**src/rtl/instr_fetch_unit_if.sv**
```systemverilog
// Instruction-memory request/acknowledge bus between the fetch stage and imem.
// The fetch stage is the master; the memory is the slave.
interface instr_fetch_unit_if #(
    parameter int XLEN = 32
);
    logic            imem_req;
    logic [XLEN-1:0] imem_addr;
    logic [31:0]     imem_rdata;
    logic            imem_ack;

    modport master (
        output imem_req,
        output imem_addr,
        input  imem_rdata,
        input  imem_ack
    );

    modport slave (
        input  imem_req,
        input  imem_addr,
        output imem_rdata,
        output imem_ack
    );
endinterface

```
**src/rtl/instr_fetch_unit.sv**
```systemverilog
// Instruction fetch stage: PC register, request/ack fetch, redirect on taken
// branch/jump, and a sticky error on misaligned redirect targets.
module instr_fetch_unit #(
    parameter int              XLEN     = 32,
    parameter logic [XLEN-1:0] RESET_PC = '0
) (
    input  logic                clk,
    input  logic                rst,
    instr_fetch_unit_if.master  imem,
    input  logic                stall,
    input  logic                pc_src,
    input  logic [XLEN-1:0]     pc_target,
    output logic [31:0]         instr,
    output logic [XLEN-1:0]     instr_pc,
    output logic [XLEN-1:0]     pc_plus4,
    output logic [6:0]          opcode,
    output logic                instr_valid,
    output logic                misalign_err
);

    localparam logic [31:0] NOP = 32'h0000_0013;

    typedef enum logic [1:0] {
        FETCH,
        VALID,
        ERROR
    } state_t;

    state_t          r_state;
    state_t          w_state_next;
    logic [XLEN-1:0] r_pc;
    logic [31:0]     r_instr;
    logic [XLEN-1:0] r_instr_pc;
    logic            r_instr_valid;
    logic            r_misalign_err;

    logic            w_req;
    logic            w_fetch_done;
    logic            w_advance;
    logic            w_misalign;
    logic [XLEN-1:0] w_next_pc;

    assign w_next_pc = pc_src ? pc_target : r_pc + XLEN'(4);

    always_ff @(posedge clk) begin
        if (rst) begin
            r_state <= FETCH;
        end else begin
            r_state <= w_state_next;
        end
    end

    always_comb begin
        w_state_next = r_state;
        w_req        = 1'b0;
        w_fetch_done = 1'b0;
        w_advance    = 1'b0;
        w_misalign   = 1'b0;
        case (r_state)
            FETCH: begin
                w_req = 1'b1;
                if (imem.imem_ack) begin
                    w_fetch_done = 1'b1;
                    w_state_next = VALID;
                end
            end
            VALID: begin
                if (!stall) begin
                    if (w_next_pc[1:0] != 2'b00) begin
                        w_misalign   = 1'b1;
                        w_state_next = ERROR;
                    end else begin
                        w_advance    = 1'b1;
                        w_state_next = FETCH;
                    end
                end
            end
            ERROR: begin
                w_state_next = ERROR;
            end
            default: begin
                w_state_next = FETCH;
            end
        endcase
    end

    always_ff @(posedge clk) begin
        if (rst) begin
            r_pc           <= RESET_PC;
            r_instr        <= NOP;
            r_instr_pc     <= RESET_PC;
            r_instr_valid  <= 1'b0;
            r_misalign_err <= 1'b0;
        end else begin
            if (w_fetch_done) begin
                r_instr       <= imem.imem_rdata;
                r_instr_pc    <= r_pc;
                r_instr_valid <= 1'b1;
            end
            if (w_advance) begin
                r_pc          <= w_next_pc;
                r_instr_valid <= 1'b0;
            end
            // PC is left at the faulting instruction so imem_addr stays stable in ERROR
            if (w_misalign) begin
                r_misalign_err <= 1'b1;
                r_instr_valid  <= 1'b0;
            end
        end
    end

    // rst gates the request so no fetch is issued while reset is asserted
    assign imem.imem_req  = w_req && !rst;
    assign imem.imem_addr = r_pc;

    assign instr        = r_instr;
    assign instr_pc     = r_instr_pc;
    assign pc_plus4     = r_instr_pc + XLEN'(4);
    assign opcode       = r_instr_valid ? r_instr[6:0] : 7'b000_0000;
    assign instr_valid  = r_instr_valid;
    assign misalign_err = r_misalign_err;

endmodule

```
**src/flat_wrapper.sv**
```systemverilog
// flat-port wrapper written by rule: the top's interface ports become plain ports
module instr_fetch_unit_flat 
#(
    parameter int              XLEN     = 32,
    parameter logic [XLEN-1:0] RESET_PC = '0
)
  (clk, rst, stall, pc_src, pc_target, instr, instr_pc, pc_plus4, opcode, instr_valid, misalign_err, imem_imem_req, imem_imem_addr, imem_imem_rdata, imem_imem_ack);
  instr_fetch_unit_if #(.XLEN(XLEN)) imem_i ();
  input  logic clk;
  input  logic rst;
  input  logic stall;
  input  logic pc_src;
  input  logic [XLEN-1:0] pc_target;
  output logic [31:0] instr;
  output logic [XLEN-1:0] instr_pc;
  output logic [XLEN-1:0] pc_plus4;
  output logic [6:0] opcode;
  output logic instr_valid;
  output logic misalign_err;
  output wire logic [$bits(imem_i.imem_req)-1:0] imem_imem_req;
  output wire logic [$bits(imem_i.imem_addr)-1:0] imem_imem_addr;
  input wire logic [$bits(imem_i.imem_rdata)-1:0] imem_imem_rdata;
  input wire logic [$bits(imem_i.imem_ack)-1:0] imem_imem_ack;
  assign imem_imem_req = imem_i.imem_req;
  assign imem_imem_addr = imem_i.imem_addr;
  assign imem_i.imem_rdata = imem_imem_rdata;
  assign imem_i.imem_ack = imem_imem_ack;
  instr_fetch_unit #(.XLEN(XLEN), .RESET_PC(RESET_PC)) u_core (.clk(clk), .rst(rst), .imem(imem_i), .stall(stall), .pc_src(pc_src), .pc_target(pc_target), .instr(instr), .instr_pc(instr_pc), .pc_plus4(pc_plus4), .opcode(opcode), .instr_valid(instr_valid), .misalign_err(misalign_err));
endmodule
```
**config.mk**
```make
export PLATFORM = sky130hd
export DESIGN_NAME = instr_fetch_unit_flat
export DESIGN_NICKNAME = d
export VERILOG_FILES = /design/src/rtl/instr_fetch_unit_if.sv /design/src/rtl/instr_fetch_unit.sv /design/src/flat_wrapper.sv
export SDC_FILE = /design/constraint.sdc
export NUM_CORES = 1
export LEC_CHECK = 0
export CAP_MARGIN = 40
export CORE_MARGIN = 2
export CORE_UTILIZATION = 40
export CTS_CLUSTER_DIAMETER = 40
export DETAILED_ROUTE_END_ITERATION = 16
export HOLD_SLACK_MARGIN = 0.08
export PLACE_DENSITY = 0.87
export SYNTH_ARGS = -nofsm -noshare
export SYNTH_HDL_FRONTEND = slang
export SYNTH_SLANG_ARGS = --single-unit
```
**constraint.sdc**
```tcl
create_clock -name clk -period 3 [get_ports clk]
set_input_delay 0.45 -clock clk [delete_from_list [all_inputs] [get_ports clk]]
set_output_delay 0.45 -clock clk [all_outputs]
set_load 0.005 [all_outputs]
```
**Yosys cells after proc, flatten, opt, wreduce, memory -nomap -nowiden**

Cells that the tools add are included.

- $add $sub $neg: 2
- Equal/unequal tests: 4
- Muxes and demuxes: 15
- Reductions and logical operators: 6

Operators by type and width:

| kind | number |
|---|---|
| 32-bit by 3-bit adder with 32-bit output (second input constant) | 2 |
| 32-bit 2-to-1 mux | 1 |
| 1-bit 2-to-1 mux | 9 |
| 7-bit 2-to-1 mux | 1 |
| 2-bit 2-to-1 mux | 3 |
| 2-bit case mux with 3 select lines | 1 |
| 2-bit != test (second input constant) | 2 |
| 3-bit OR reduction | 1 |
| 2-bit by 1-bit == test with 1-bit output (second input constant) | 1 |
| 2-bit == test (second input constant) | 1 |
| 2-bit zero test | 1 |
| 2-bit AND reduction | 1 |
| 2-bit nonzero test | 1 |
| 1-bit logical AND | 1 |
| 1-bit zero test | 1 |

- Word-level logic and storage cells: 33
- Flip-flop bits (word level): 100
- Bits of input ports: 69

**Depth between registers and ports, before layout**

Gate-level depths: netlist of the first run.

- Word-level depth: 7
- Mapped depth: 7

**Least setup slack after synthesis of the first run**

Ideal clock, no wire load.

- Path type: register -> output
- Start point: register u_core.r_instr_pc[2] (netlist: u_core.instr_pc[2])
- End point: output port pc_plus4[20]
- Arrival: 1.562 ns
- Required time: 2.550 ns
- Setup slack: 0.988 ns
- Stages on the path, launching flop included: 7
- Cell sequence: dfxtp_1 > ha_1 > nand3_1 > nor3_1 > and2_1 > nand4_1 > xnor2_1

- Longest elaborated chain between the ends: 1

RTL lines:

| what | line | RTL |
|---|---|---|
| start, declared | instr_fetch_unit.sv:33 | `logic [XLEN-1:0] r_instr_pc;` |
| start signal, assigned | instr_fetch_unit.sv:97 | `r_instr_pc <= r_pc;` |
| 32-bit by 3-bit adder with 32-bit output | instr_fetch_unit.sv:118 | `assign pc_plus4 = r_instr_pc + XLEN'(4);` |
| end, declared | flat_wrapper.sv:16 | `output logic [XLEN-1:0] pc_plus4;` |

No other way between the ends.

**Worst setup path in the final report of the first run**

- Start point: register u_core.r_instr_pc[6] (netlist: u_core.instr_pc[6])
- End point: output port pc_plus4[30]

The elaborated chain is that of the path after synthesis.

==> parameters.txt, run 1 <==
Parameter                              Value

Outcome
  Status ... completed

Routing
  Detailed-router iteration count before antenna repair ... 5
  Drt wl/cell ... 16.2 um
  Via count ... about 5.4k
  Remaining antenna violation count ... 0
  DRC violations left ... 0
  Total wirelength of the detailed-routed design ... approximately 16 mm
  Detailed Route Iter0 Violations ... roughly 480
  Detail-routed via count per cell ... around 5.4

Setup path
  Register-to-Register Setup Slack ... between 0.7 and 0.8 ns
  Max FO, Critical Path ... 7
  Slowest cell delay on critical path ... 0.51 ns
  Standard cell with the maximum stage delay on the critical path ... sky130_fd_sc_hd__clkdlybuf4s50_1
  Data required time of the worst path ... 2.55 ns
  Nature of the critical path startpoint ... flip-flop
  Cells traversed along the worst timing path ... nand4_1, or3_4, nor4_4, nand3_1, xnor2_1, clkdlybuf4s50_1
  Crit path kind ... flip-flop to output port
  Nature of the critical path endpoint ... output port
  Critical path arrival ... around 2.4 ns

GRT
  Global Route Usage Sum ... 0.237
  GR Layer Usage met1 ... 0.318
  Pin count of the biggest net entering global routing ... 56
  Met3 Track Usage GR ... 0.0554
  Global-route wire length before repair ... between 20 and 30 mm
  Via count of the first global-routing pass ... roughly 4.8k
  Initial antenna violation count ... 0
  Global route total overflow ... 0
  Top Usage Layer GRT ... met2
  Fraction of met2 tracks used by global routing ... 0.376

Die
  Initial cell density of the core ... 0.413
  Core region area ... around 12000 um2
  Die Ht ... approximately 120 um
  Die width ... ~120 um
  I/O pin count ... slightly above 200
  Die Area ... around 13000 um2
  Cell row count ... 40

Placement
  Port buffer count ... slightly above 200
  Final weighted congestion in routability-driven placement ... between 0.9 and 1
  Detailed placer's ending HPWL ... between 10 and 15 mm
  Worst setup timing slack at the placement stage ... 0.255 ns

Clocking
  Number of buffers added by the clock tree synthesis step ... 9
  Clock-pin slew reported for the worst setup and hold paths after clock tree synthesis ... 0.06 ns
  H-tree lvl count ... 3
  Cts-stage hold buffer count ... 0
  CTS tree ... yes
  Buffer cell driving the clock tree root ... sky130_fd_sc_hd__clkbuf_16
  Clock sink total ... 100
  CTS Buffer Depth ... 2
  Clock latency on the worst-skew pair ... 0.34 ns

Synth
  Yosys reg bits ... 100
  Mapped Area ... 5020 um2
  Number of enable-type register cells in the synthesized netlist ... 0
  Fraction of post-synthesis cell area in the top cell type by area ... 0.398
  Post-synthesis cell count ... approximately 660
  Mapped Avg Cell Area ... between 7 and 8 um2
  Cells taking the most area after synthesis ... sky130_fd_sc_hd__dfxtp_1 40%, sky130_fd_sc_hd__nand2_1 13%, sky130_fd_sc_hd__a21oi_1 8.6%
  Unique cell type count in the Yosys netlist ... 63
  Top_reg_cell synth ... sky130_fd_sc_hd__dfxtp_1
  Number of nets in the synthesized netlist ... 726
  Sequential area share after synthesis ... 0.398
  Share of flip-flops with an asynchronous set or reset ... 0
  Biggest area consumer among synthesized cells ... sky130_fd_sc_hd__dfxtp_1
  Number of warnings issued by yosys ... 0

STA
  Max frequency ... between 0.3 and 0.4 GHz
  Max-slew violations ... 0
  Number of hold violations in the final report ... 0
  Least-Margin Pin Slew ... 0.853 ns
  Post-layout worst setup margin ... 0.119 ns
  Layout Skew ... 0.00439 ns
  Worst slew margin relative to its limit ... 0.431
  Accumulated negative setup slack ... 0 ns
  Period Utilization, post-route ... 0.960
  Period minus WS final ... 2.88 ns
  Final-report setup violation count ... 0

Final layout
  Antenna Cells ... 0
  Area growth syn-to-layout ... 50.3%
  Count of filler cells inserted in the layout ... 1086
  Net total in the final layout ... around 910
  Final cell utilization of the core ... 0.621
  Share of cells above drive strength 1 ... 0.0804

Power and ir drop
  P_leak ... around 2.7 nW
  Pwr/cell area ... ~400 nW/um2
  Maximum resistive drop on vdd ... 0.231 mV

Run
  Max capacitance violation total ... 0

Hold path
  Hold/Removal Path Class ... flip-flop to flip-flop
cells in the final DEF, fill, tap and decap left out, types with 4 or more instances in the layout:
| cell type | instances |
|---|---|
| sky130_fd_sc_hd__nand2_1 | 168 |
| sky130_fd_sc_hd__a21oi_1 | 86 |
| sky130_fd_sc_hd__a31oi_1 | 6 |
| sky130_fd_sc_hd__clkbuf_16 | 9 |
| sky130_fd_sc_hd__buf_4 | 14 |
| sky130_fd_sc_hd__nor3_1 | 14 |
| sky130_fd_sc_hd__nor4_1 | 4 |
| sky130_fd_sc_hd__nand4_1 | 10 |
| sky130_fd_sc_hd__nor2_1 | 21 |
| sky130_fd_sc_hd__inv_1 | 8 |
| sky130_fd_sc_hd__o21ai_0 | 18 |
| sky130_fd_sc_hd__dfxtp_1 | 89 |
| sky130_fd_sc_hd__clkdlybuf4s50_1 | 204 |
| sky130_fd_sc_hd__o31ai_1 | 5 |
| sky130_fd_sc_hd__dfxtp_2 | 11 |
| sky130_fd_sc_hd__and3_1 | 16 |
| sky130_fd_sc_hd__o22ai_1 | 5 |
| sky130_fd_sc_hd__nand3_1 | 37 |
| sky130_fd_sc_hd__xnor2_1 | 20 |
| sky130_fd_sc_hd__a32o_1 | 4 |
| sky130_fd_sc_hd__and2_1 | 10 |
| sky130_fd_sc_hd__xor2_1 | 10 |
registers in the layout, indices dropped and copies added (netlist names):
register / cells
u_core.imem.imem_addr: 32
u_core.instr: 32
u_core.instr_pc: 32
u_core.r_state: 2
u_core.instr_valid: 1
u_core.misalign_err: 1
per-stage QoR:
| step | instance area, um2 | hold WS (ns) | instances | total power (W) |
|---|---|---|---|---|
| 6_report | 7550 | 0.452 | 1014 | 0.00304 |
| 5_1_grt | 7550 | 0.469 | 1014 | 0.00316 |
| 4_1_cts | 7500 | 0.455 | 1012 | 0.00306 |
| 3_5_place_dp | 7170 | 0.446 | 996 | 0.00185 |
| 3_3_place_gp | 7170 | 0.441 | 996 | 0.00185 |
| 2_1_floorplan | 5020 | 0.450 | 655 | 0.00161 |
Yosys cell counts (5+ instances only):
master,instances
sky130_fd_sc_hd__dfxtp_1,100
sky130_fd_sc_hd__o22ai_1,5
sky130_fd_sc_hd__o21ai_0,19
sky130_fd_sc_hd__nor3_1,16
sky130_fd_sc_hd__inv_1,8
sky130_fd_sc_hd__buf_2,5
sky130_fd_sc_hd__nand4_1,10
sky130_fd_sc_hd__xor2_1,10
sky130_fd_sc_hd__nor2_1,21
sky130_fd_sc_hd__nand2_1,169
sky130_fd_sc_hd__o31ai_1,5
sky130_fd_sc_hd__and3_1,17
sky130_fd_sc_hd__nand3_1,37
sky130_fd_sc_hd__clkbuf_1,32
sky130_fd_sc_hd__and2_1,11
sky130_fd_sc_hd__a21oi_1,86
sky130_fd_sc_hd__a31oi_1,6
sky130_fd_sc_hd__xnor2_1,21
kinds of logic (layout without fill, tap and decap cells):
logic type | Yosys count | in the layout | synth area share
AO/OA/AOI/OAI | 152 | 152 | 0.180
XOR/XNOR | 31 | 31 | 0.0540
adder cells (fa/ha/maj) | 2 | 2 | 0.00498
buffers and inverters | 54 | 245 | 0.0535
flip-flops | 100 | 100 | 0.398
multiplexers | 3 | 3 | 0.00598
AND/OR/NAND/NOR | 313 | 313 | 0.303
routing by layer:
metal | up-vias | share of wire
met2 | 224 | 0.48
met1 | 2513 | 0.43
met3 | 27 | 0.073
met4 | 0 | 0.020
li1 | 2663 | -
met5 | - | 0
final cells by class:
| type | count | area [um2] | share of cell area |
|---|---|---|---|
| multi-input combinational | 501 | 2810 | 0.372 |
| timing repair buffer | 221 | 2180 | 0.288 |
| sequential | 100 | 2020 | 0.267 |
| clock buffer | 13 | 270 | 0.0358 |
| tap | 168 | 210 | 0.0278 |
| clock inverter | 3 | 43.8 | 0.00580 |
| inverter | 8 | 30.0 | 0.00397 |
worst paths after layout:
check,cells past startpoint,startpoint,endpoint
max,6,u_core.instr_pc[6]$_SDFFE_PP0P_,pc_plus4[30]
min,2,u_core.instr[9]$_SDFFE_PP0P_,u_core.instr[9]$_SDFFE_PP0P_
max reg2reg,6,u_core.imem.imem_addr[2]$_SDFFE_PP0P_,u_core.imem.imem_addr[26]$_SDFFE_PP0P_
min reg2reg,2,u_core.instr[9]$_SDFFE_PP0P_,u_core.instr[9]$_SDFFE_PP0P_
critical path, delay by kind of cell, from the launching register on:
family,cells,cell delay [ns]
simple gates,4,1.04
buf+inv,1,0.51
flops,1,0.39
xor+xnor,1,0.15
what timing repair did:
item	CTS	global route
pin swaps	1	4
endpoints found under the setup margin	6	9
setup buffers	0	2
gates cloned	0	0
gates resized for setup	4	17
power breakdown:
group | internal [W] | total (W) | switching (W)
sequential | 0.00137 | 0.00142 | 0.0000468
combinational | 0.000225 | 0.000407 | 0.000182
clock | 0.000716 | 0.00121 | 0.000496
total | 0.00231 | 0.00304 | 0.000725
(Power assumes the default switching activity.)
==> run 2: changes to the inputs <==
Settings changed: GPL_ROUTABILITY_DRIVEN set to 0.
==> results of run 2 <==
Same layout as run 1: the final DEF is identical, and so are final timing and power.
==> run 3: changes to the inputs <==
Settings changed: TNS_END_PERCENT set to 100.
==> results of run 3 <==
Same layout as run 1: the final DEF is identical, and so are final timing and power.
